===== config.mk =====
export PLATFORM = sky130hd
export DESIGN_NAME = fetch_stage_flat
export DESIGN_NICKNAME = d
export VERILOG_FILES = /design/src/rtl/fetch_stage_if.sv /design/src/rtl/fetch_stage.sv /design/src/flat_wrapper.sv
export SDC_FILE = /design/constraint.sdc
export NUM_CORES = 1
export LEC_CHECK = 0
export BUFFER_PORTS_ARGS = -buffer_cell sky130_fd_sc_hd__buf_2
export CAP_MARGIN = 10
export CORE_UTILIZATION = 54
export CTS_CLUSTER_SIZE = 28
export DETAILED_ROUTE_END_ITERATION = 16
export PLACE_DENSITY_LB_ADDON = 0.1
export SKIP_LAST_GASP = 1
export SLEW_MARGIN = 20
export SYNTH_ARGS = -nofsm -noshare
export SYNTH_HDL_FRONTEND = slang
export SYNTH_SLANG_ARGS = --single-unit

===== constraint.sdc =====
create_clock -name clk -period 2 [get_ports clk]
set_input_delay 0.4 -clock clk [delete_from_list [all_inputs] [get_ports clk]]
set_output_delay 0.4 -clock clk [all_outputs]
set_load 0.005 [all_outputs]

===== src/rtl/fetch_stage_if.sv =====
// Fetch stage bus: instruction-memory port, control inputs and IF/ID outputs.
interface fetch_stage_if #(
    parameter int width    = 16,
    parameter int pc_width = 16
);
    logic                enable;
    logic                stall;
    logic                branch_taken;
    logic [pc_width-1:0] branch_addr;
    logic [pc_width-1:0] imem_addr;
    logic [width-1:0]    imem_data;
    logic [width-1:0]    instruction;
    logic [width-1:0]    imm;
    logic [pc_width-1:0] pc_out;
    logic                valid;

    modport master (
        input  enable, stall, branch_taken, branch_addr, imem_data,
        output imem_addr, instruction, imm, pc_out, valid
    );

    modport slave (
        output enable, stall, branch_taken, branch_addr, imem_data,
        input  imem_addr, instruction, imm, pc_out, valid
    );
endinterface


===== src/rtl/fetch_stage.sv =====
// Instruction fetch with IF/ID register; assembles two-word LDM
// (opcode + immediate) so decode sees both in one cycle.
module fetch_stage #(
    parameter int                  width    = 16,
    parameter int                  pc_width = 16,
    parameter logic [pc_width-1:0] RESET_PC = '0,
    parameter logic [4:0]          LDM_OP   = 5'b10100
) (
    input logic         clk,
    input logic         rst,
    fetch_stage_if.master f
);
    typedef enum logic {FETCH, IMM} state_t;

    localparam logic [pc_width-1:0] PC_ONE = 1;

    state_t              state;
    logic [pc_width-1:0] pc;
    logic [width-1:0]    pend_instr;
    logic [pc_width-1:0] pend_pc;
    logic [width-1:0]    instr_q;
    logic [width-1:0]    imm_q;
    logic [pc_width-1:0] pc_out_q;
    logic                valid_q;

    assign f.imem_addr   = pc;
    assign f.instruction = instr_q;
    assign f.imm         = imm_q;
    assign f.pc_out      = pc_out_q;
    assign f.valid       = valid_q;

    always_ff @(posedge clk or negedge rst) begin
        if (!rst) begin
            state      <= FETCH;
            pc         <= RESET_PC;
            pend_instr <= '0;
            pend_pc    <= '0;
            instr_q    <= '0;
            imm_q      <= '0;
            pc_out_q   <= '0;
            valid_q    <= 1'b0;
        end else if (!f.enable) begin
            state <= state;
        end else if (f.branch_taken) begin
            // Redirect drops any half-assembled LDM
            state   <= FETCH;
            pc      <= f.branch_addr;
            instr_q <= '0;
            valid_q <= 1'b0;
        end else if (!f.stall) begin
            pc <= pc + PC_ONE;
            unique case (state)
                FETCH: begin
                    if (f.imem_data[width-1 -: 5] == LDM_OP) begin
                        state      <= IMM;
                        pend_instr <= f.imem_data;
                        pend_pc    <= pc;
                        instr_q    <= '0;
                        valid_q    <= 1'b0;
                    end else begin
                        instr_q  <= f.imem_data;
                        pc_out_q <= pc;
                        valid_q  <= 1'b1;
                    end
                end
                IMM: begin
                    state    <= FETCH;
                    imm_q    <= f.imem_data;
                    instr_q  <= pend_instr;
                    pc_out_q <= pend_pc;
                    valid_q  <= 1'b1;
                end
                default: state <= FETCH;
            endcase
        end
    end
endmodule


===== src/flat_wrapper.sv =====
// flat-port wrapper written by rule: the top's interface ports become plain ports
module fetch_stage_flat 
#(
    parameter int                  width    = 16,
    parameter int                  pc_width = 16,
    parameter logic [pc_width-1:0] RESET_PC = '0,
    parameter logic [4:0]          LDM_OP   = 5'b10100
)
  (clk, rst, f_enable, f_stall, f_branch_taken, f_branch_addr, f_imem_data, f_imem_addr, f_instruction, f_imm, f_pc_out, f_valid);
  fetch_stage_if #(.width(width), .pc_width(pc_width)) f_i ();
  input logic clk;
  input logic rst;
  input wire logic [$bits(f_i.enable)-1:0] f_enable;
  input wire logic [$bits(f_i.stall)-1:0] f_stall;
  input wire logic [$bits(f_i.branch_taken)-1:0] f_branch_taken;
  input wire logic [$bits(f_i.branch_addr)-1:0] f_branch_addr;
  input wire logic [$bits(f_i.imem_data)-1:0] f_imem_data;
  output wire logic [$bits(f_i.imem_addr)-1:0] f_imem_addr;
  output wire logic [$bits(f_i.instruction)-1:0] f_instruction;
  output wire logic [$bits(f_i.imm)-1:0] f_imm;
  output wire logic [$bits(f_i.pc_out)-1:0] f_pc_out;
  output wire logic [$bits(f_i.valid)-1:0] f_valid;
  assign f_i.enable = f_enable;
  assign f_i.stall = f_stall;
  assign f_i.branch_taken = f_branch_taken;
  assign f_i.branch_addr = f_branch_addr;
  assign f_i.imem_data = f_imem_data;
  assign f_imem_addr = f_i.imem_addr;
  assign f_instruction = f_i.instruction;
  assign f_imm = f_i.imm;
  assign f_pc_out = f_i.pc_out;
  assign f_valid = f_i.valid;
  fetch_stage #(.width(width), .pc_width(pc_width), .RESET_PC(RESET_PC), .LDM_OP(LDM_OP)) u_core (.clk(clk), .rst(rst), .f(f_i));
endmodule

# --- Yosys cells after proc, flatten, opt, wreduce, memory -nomap -nowiden ---
# Index checks and enable logic that the tools add are counted.
totals:
  ff_bits: 98
  rom_bits: 0
  out_inout_bits: 65
  latch_bits: 0
  n_memories: 0
  ram_bits: 0
op_classes:
  muxes: 16
  n_lt_le_gt_ge: 0
  n_eq_ne: 3
  reduce_logical: 4
  n_addsub: 1
  bitwise: 3
  mul: 0
  n_shift: 0
  div_mod_pow: 0
ops:
  columns: ["op", "count"]
  rows:
  - ["16-bit two-way mux", 6]
  - ["16-bit case mux with 2 select lines", 2]
  - ["16-bit by 1-bit adder with 16-bit output, second input constant", 1]
  - ["4-bit AND reduction", 2]
  - ["1-bit two-way mux", 6]
  - ["5-bit == test, second input constant", 1]
  - ["5-bit AND reduction", 1]
  - ["1-bit case mux with 2 select lines", 2]
  - ["1-bit inverter", 3]
  - ["2-bit by 1-bit != test with 1-bit output, second input constant", 1]
  - ["2-bit != test, second input constant", 1]
  - ["2-bit AND reduction", 1]

# --- Longest topological paths before layout ---
logic_depth:
  depth_word: 5
  mapped_depth: 7
  mapped_depth_nobuf: 5

# --- Least setup slack after synthesis ---
# Ideal clock, no wire load.
synth_path:
  kind: "in2reg"
  start: "input port f_branch_taken"
  end: "register u_core.imm_q[10], in the netlist u_core.f.imm[10]"
  setup_ns: 0.125
  n_path_buf: 2
  path_stages: 5
  slack_ns: 0.262
  t_arrival_ns: 1.613
  path_cell_list: "buf_2 > or3b_4 > nor2_4 > buf_4 > mux2_2"
synth_between:
  elab_chain_cells: 2
synth_lines:
  columns: ["item", "line_no", "source"]
  rows:
  - ["from (decl)", "flat_wrapper.sv:15", "input wire logic [$bits(f_i.branch_taken)-1:0] f_branch_taken;"]
  - ["1-bit inverter (no line)", null, null]
  - ["4-bit AND reduction (no line)", null, null]
  - ["to (signal assigned)", "fetch_stage.sv:68", "imm_q <= f.imem_data;"]
  - ["to (decl)", "fetch_stage.sv:22", "logic [width-1:0] imm_q;"]
# No other way between the ends.
# A chain may end at the register's enable or synchronous reset.

# --- Worst setup path in the final report ---
layout_path:
  start: "register u_core.pc[0], in the netlist u_core.f.imem_addr[0]"
  end: "register u_core.pc[14], in the netlist u_core.f.imem_addr[14]"
layout_between:
  elab_chain_cells: 3
layout_lines:
  columns: ["item", "line_no", "source"]
  rows:
  - ["from (decl)", "fetch_stage.sv:18", "logic [pc_width-1:0] pc;"]
  - ["from (signal assigned)", "fetch_stage.sv:47", "pc <= f.branch_addr;"]
  - ["from (signal assigned)", "fetch_stage.sv:51", "pc <= pc + PC_ONE;"]
  - ["16-bit by 1-bit adder with 16-bit output", "fetch_stage.sv:51", null]
  - ["16-bit two-way mux", "fetch_stage.sv:50", "end else if (!f.stall) begin"]
  - ["16-bit two-way mux", "fetch_stage.sv:44", "end else if (f.branch_taken) begin"]
# No other way between the ends. The select of a mux whose other input is x is not followed.

==> results.ini <==
[synth]
syn_avg_cell_area_um2 = 12.3
syn_inst = 363
synth_async_sr_flop_share = 1.00
synth.yosys.seq_area_share = 0.548
syn_nets = 401
syn_area_mm2 = 0.00447
synth_edf_count = 0
ys_ff_latch = 98
yosys_warnings = 0
synth_largest_area_cell = dfrtp_1
yosys_most_used_dff = dfrtp_1
ys_types = 50
yosys-top-cells-area = dfrtp_1, mux2_4, mux2_2
synth_top_cell_area_share = 0.548

[finish]
layout_common_cells = buf_2, dfrtp_1, a21oi_1
finish.utilization = 0.674
mostFrequentLayoutCell = buf_2
drive_gt1_frac = 0.392
fill_cells = 628
fin_nets = 504
syn2layout_area_growth_pct = 19.0
n_antenna_cell = 0
stdcell_count = 571

[critical_path]
critPathMaxFanout = 6
crit_chain = ha_1 > nand4_1 > nor4_1 > mux2i_1 > a21oi_1
path_class = reg -> reg
startpoint = u_core.f.imem_addr[0]
r2r-start = u_core.f.imem_addr[0]
required_ns = 2.24
slowest_stage = dfrtp_1
max_stage_delay_ns = 0.46
cp-start-kind = flop
worst_ep_arrival_time_ns = 2.04
endpoint_kind = flop

[sta]
maxSlewViolCount = 0
fin_crit_sh = 0.902
setup_viol = 0
rsz0062_at_grt = false
worst_pin_slew_ns = 0.518
slew_headroom = 0.654
finClkSkew_ns = 0.0142
layout_min_cycle_time_ns = 1.80
fin_tns_setup_ns = 0
fmax_mhz = 554
hold_viol = 0
timing.hold.ws_ns = 0.0821

[clocking]
clk_pin_slew_ns = 0.08
clock-sinks = 98
cts_buffers = 9
htreeDepth = 3
clk_latency_ns = 0.36
cts_tree = built
post_cts_buffers = 0
cts_buffer_depth = 2
cts-root-buf = clkbuf_8
cts_hold_buf = 0
ctsResizeCount = 0

[grt]
grt-ovfl-total = 0
antenna_found_initial = 0
grt_pass1_vias = 3196
grt_usage = 0.240
grt_first_pass_wirelength_um = 16000
grt_max_degree = 99

[floorplanning]
start_util = 0.567
die_w_um = 93
die_area_mm2 = 0.00865
die_y_um = 93
rows = 32
coreArea_mm2 = 0.00789
ios = 102

[job]
drv_cap = 0

[place]
dp_cells = 557
place_hpwl_um = 6360
port-buffer-count = 101
routabilityCongestion = 0.788

[power]
ir_drop_uv = 528
leakage_uw = 0.00270
power_density_mw_per_mm2 = 836

[route]
drc = 0
wl_per_cell_um = 16.8
antenna_left = 0
drt-total-wl_um = 9570
via_per_inst = 5.65
vias = 3225
drt_iter0_markers = 225
firstDrtPassIters = 4

[outcome]
outcome = completed

[hold_path]
hold_path_class = in -> async

-- power breakdown --
part / internal [uW] / switching (uW) / leakage, uW / total [uW]
clock: 565 / 669 / 0.0000913 / 1230
combinational: 419 / 386 / 0.00135 / 805
sequential: 2210 / 192 / 0.00126 / 2410
-- cell usage after synthesis (2+ instances only) --
master and instances:
a21oi_1 29, a222oi_1 15, a31oi_1 2, a32oi_1 2, and2_1 3, and3_1 2, and4_1 2, buf_2 5
buf_4 5, buf_6 4, clkbuf_1 12, dfrtp_1 98, inv_1 19, mux2_2 19, mux2_4 24, mux2i_1 20
nand2_1 10, nand2b_1 2, nand3_1 6, nand4_1 3, nand4b_1 2, nor2_1 24, nor3_1 3, nor4_1 6
nor4b_4 2, o21a_1 2, o21ai_0 14, o22a_1 4, o22ai_1 2, o2bb2ai_1 2
-- metal layers --
| metal | share of wire | up-vias | GRT usage | wire length [um] |
|---|---|---|---|---|
| met5 | 0 | - | 0 | 0 |
| met4 | 0.021 | 0 | 0.112 | 197 |
| met3 | 0.049 | 15 | 0.0455 | 473 |
| met2 | 0.47 | 87 | 0.370 | 4540 |
| met1 | 0.46 | 1594 | 0.331 | 4360 |
| li1 | - | 1529 | - | - |
-- per-stage QoR --
stage	setup WS, ns	instance area [um^2]	total power [uW]
6_report	0.195	5320	4450
5_1_grt	0.0432	5320	4680
4_1_cts	0.171	5320	4490
3_5_place_dp	0.168	5140	3260
3_3_place_gp	0.203	5140	3220
2_1_floorplan	0.262	4470	2840
-- logic make-up (layout without fill, tap and decap cells) --
| logic type | after synthesis | after routing | synth area share |
|---|---|---|---|
| DFF | 98 | 98 | 0.548 |
| AOI/OAI and AO/OA | 83 | 83 | 0.129 |
| and+or+nand+nor | 71 | 71 | 0.0935 |
| muxes | 64 | 64 | 0.176 |
| buffers and inverters | 46 | 152 | 0.0509 |
| adders and majority gates | 1 | 1 | 0.00280 |
-- state kept, by name (all words and copies together), names as in the netlist --
signal	flops
u_core.f.imem_addr	16
u_core.f.instruction	16
u_core.pend_instr	16
u_core.pend_pc	16
u_core.state	1
u_core.f.valid	1
u_core.f.imm	16
u_core.f.pc_out	16
-- worst max-delay path, delay by kind of cell (launching register included) --
family,cells,cell delay (ns)
adders and majority gates,1,0.29
muxes,1,0.23
AOI/OAI and AO/OA,1,0.08
DFF,1,0.46
and+or+nand+nor,2,0.63
-- worst paths after layout --
| check | end | slack [ns] | cells past startpoint |
|---|---|---|---|
| max | u_core.f.imem_addr[14] | 0.20 | 5 |
| min | u_core.f.pc_out[12] | 0.08 | 2 |
| max reg2reg | u_core.f.imem_addr[14] | 0.20 | 5 |
| min reg2reg | u_core.pend_instr[13] | 0.49 | 1 |
| max in group asynchronous | u_core.f.instruction[4] | 1.52 | 2 |
| min in group clk | u_core.f.instruction[0] | 0.27 | 3 |
-- area by class of cell --
type,instances,area [um^2],area share
clock buffer,9,124,0.0233
clock inverter,5,56.3,0.0106
inverter,19,71.3,0.0134
multi-input combinational,219,1800,0.337
sequential,98,2450,0.461
tap,102,128,0.0240
timing repair buffer,119,693,0.130
Power figures use the tool's default switching activity.
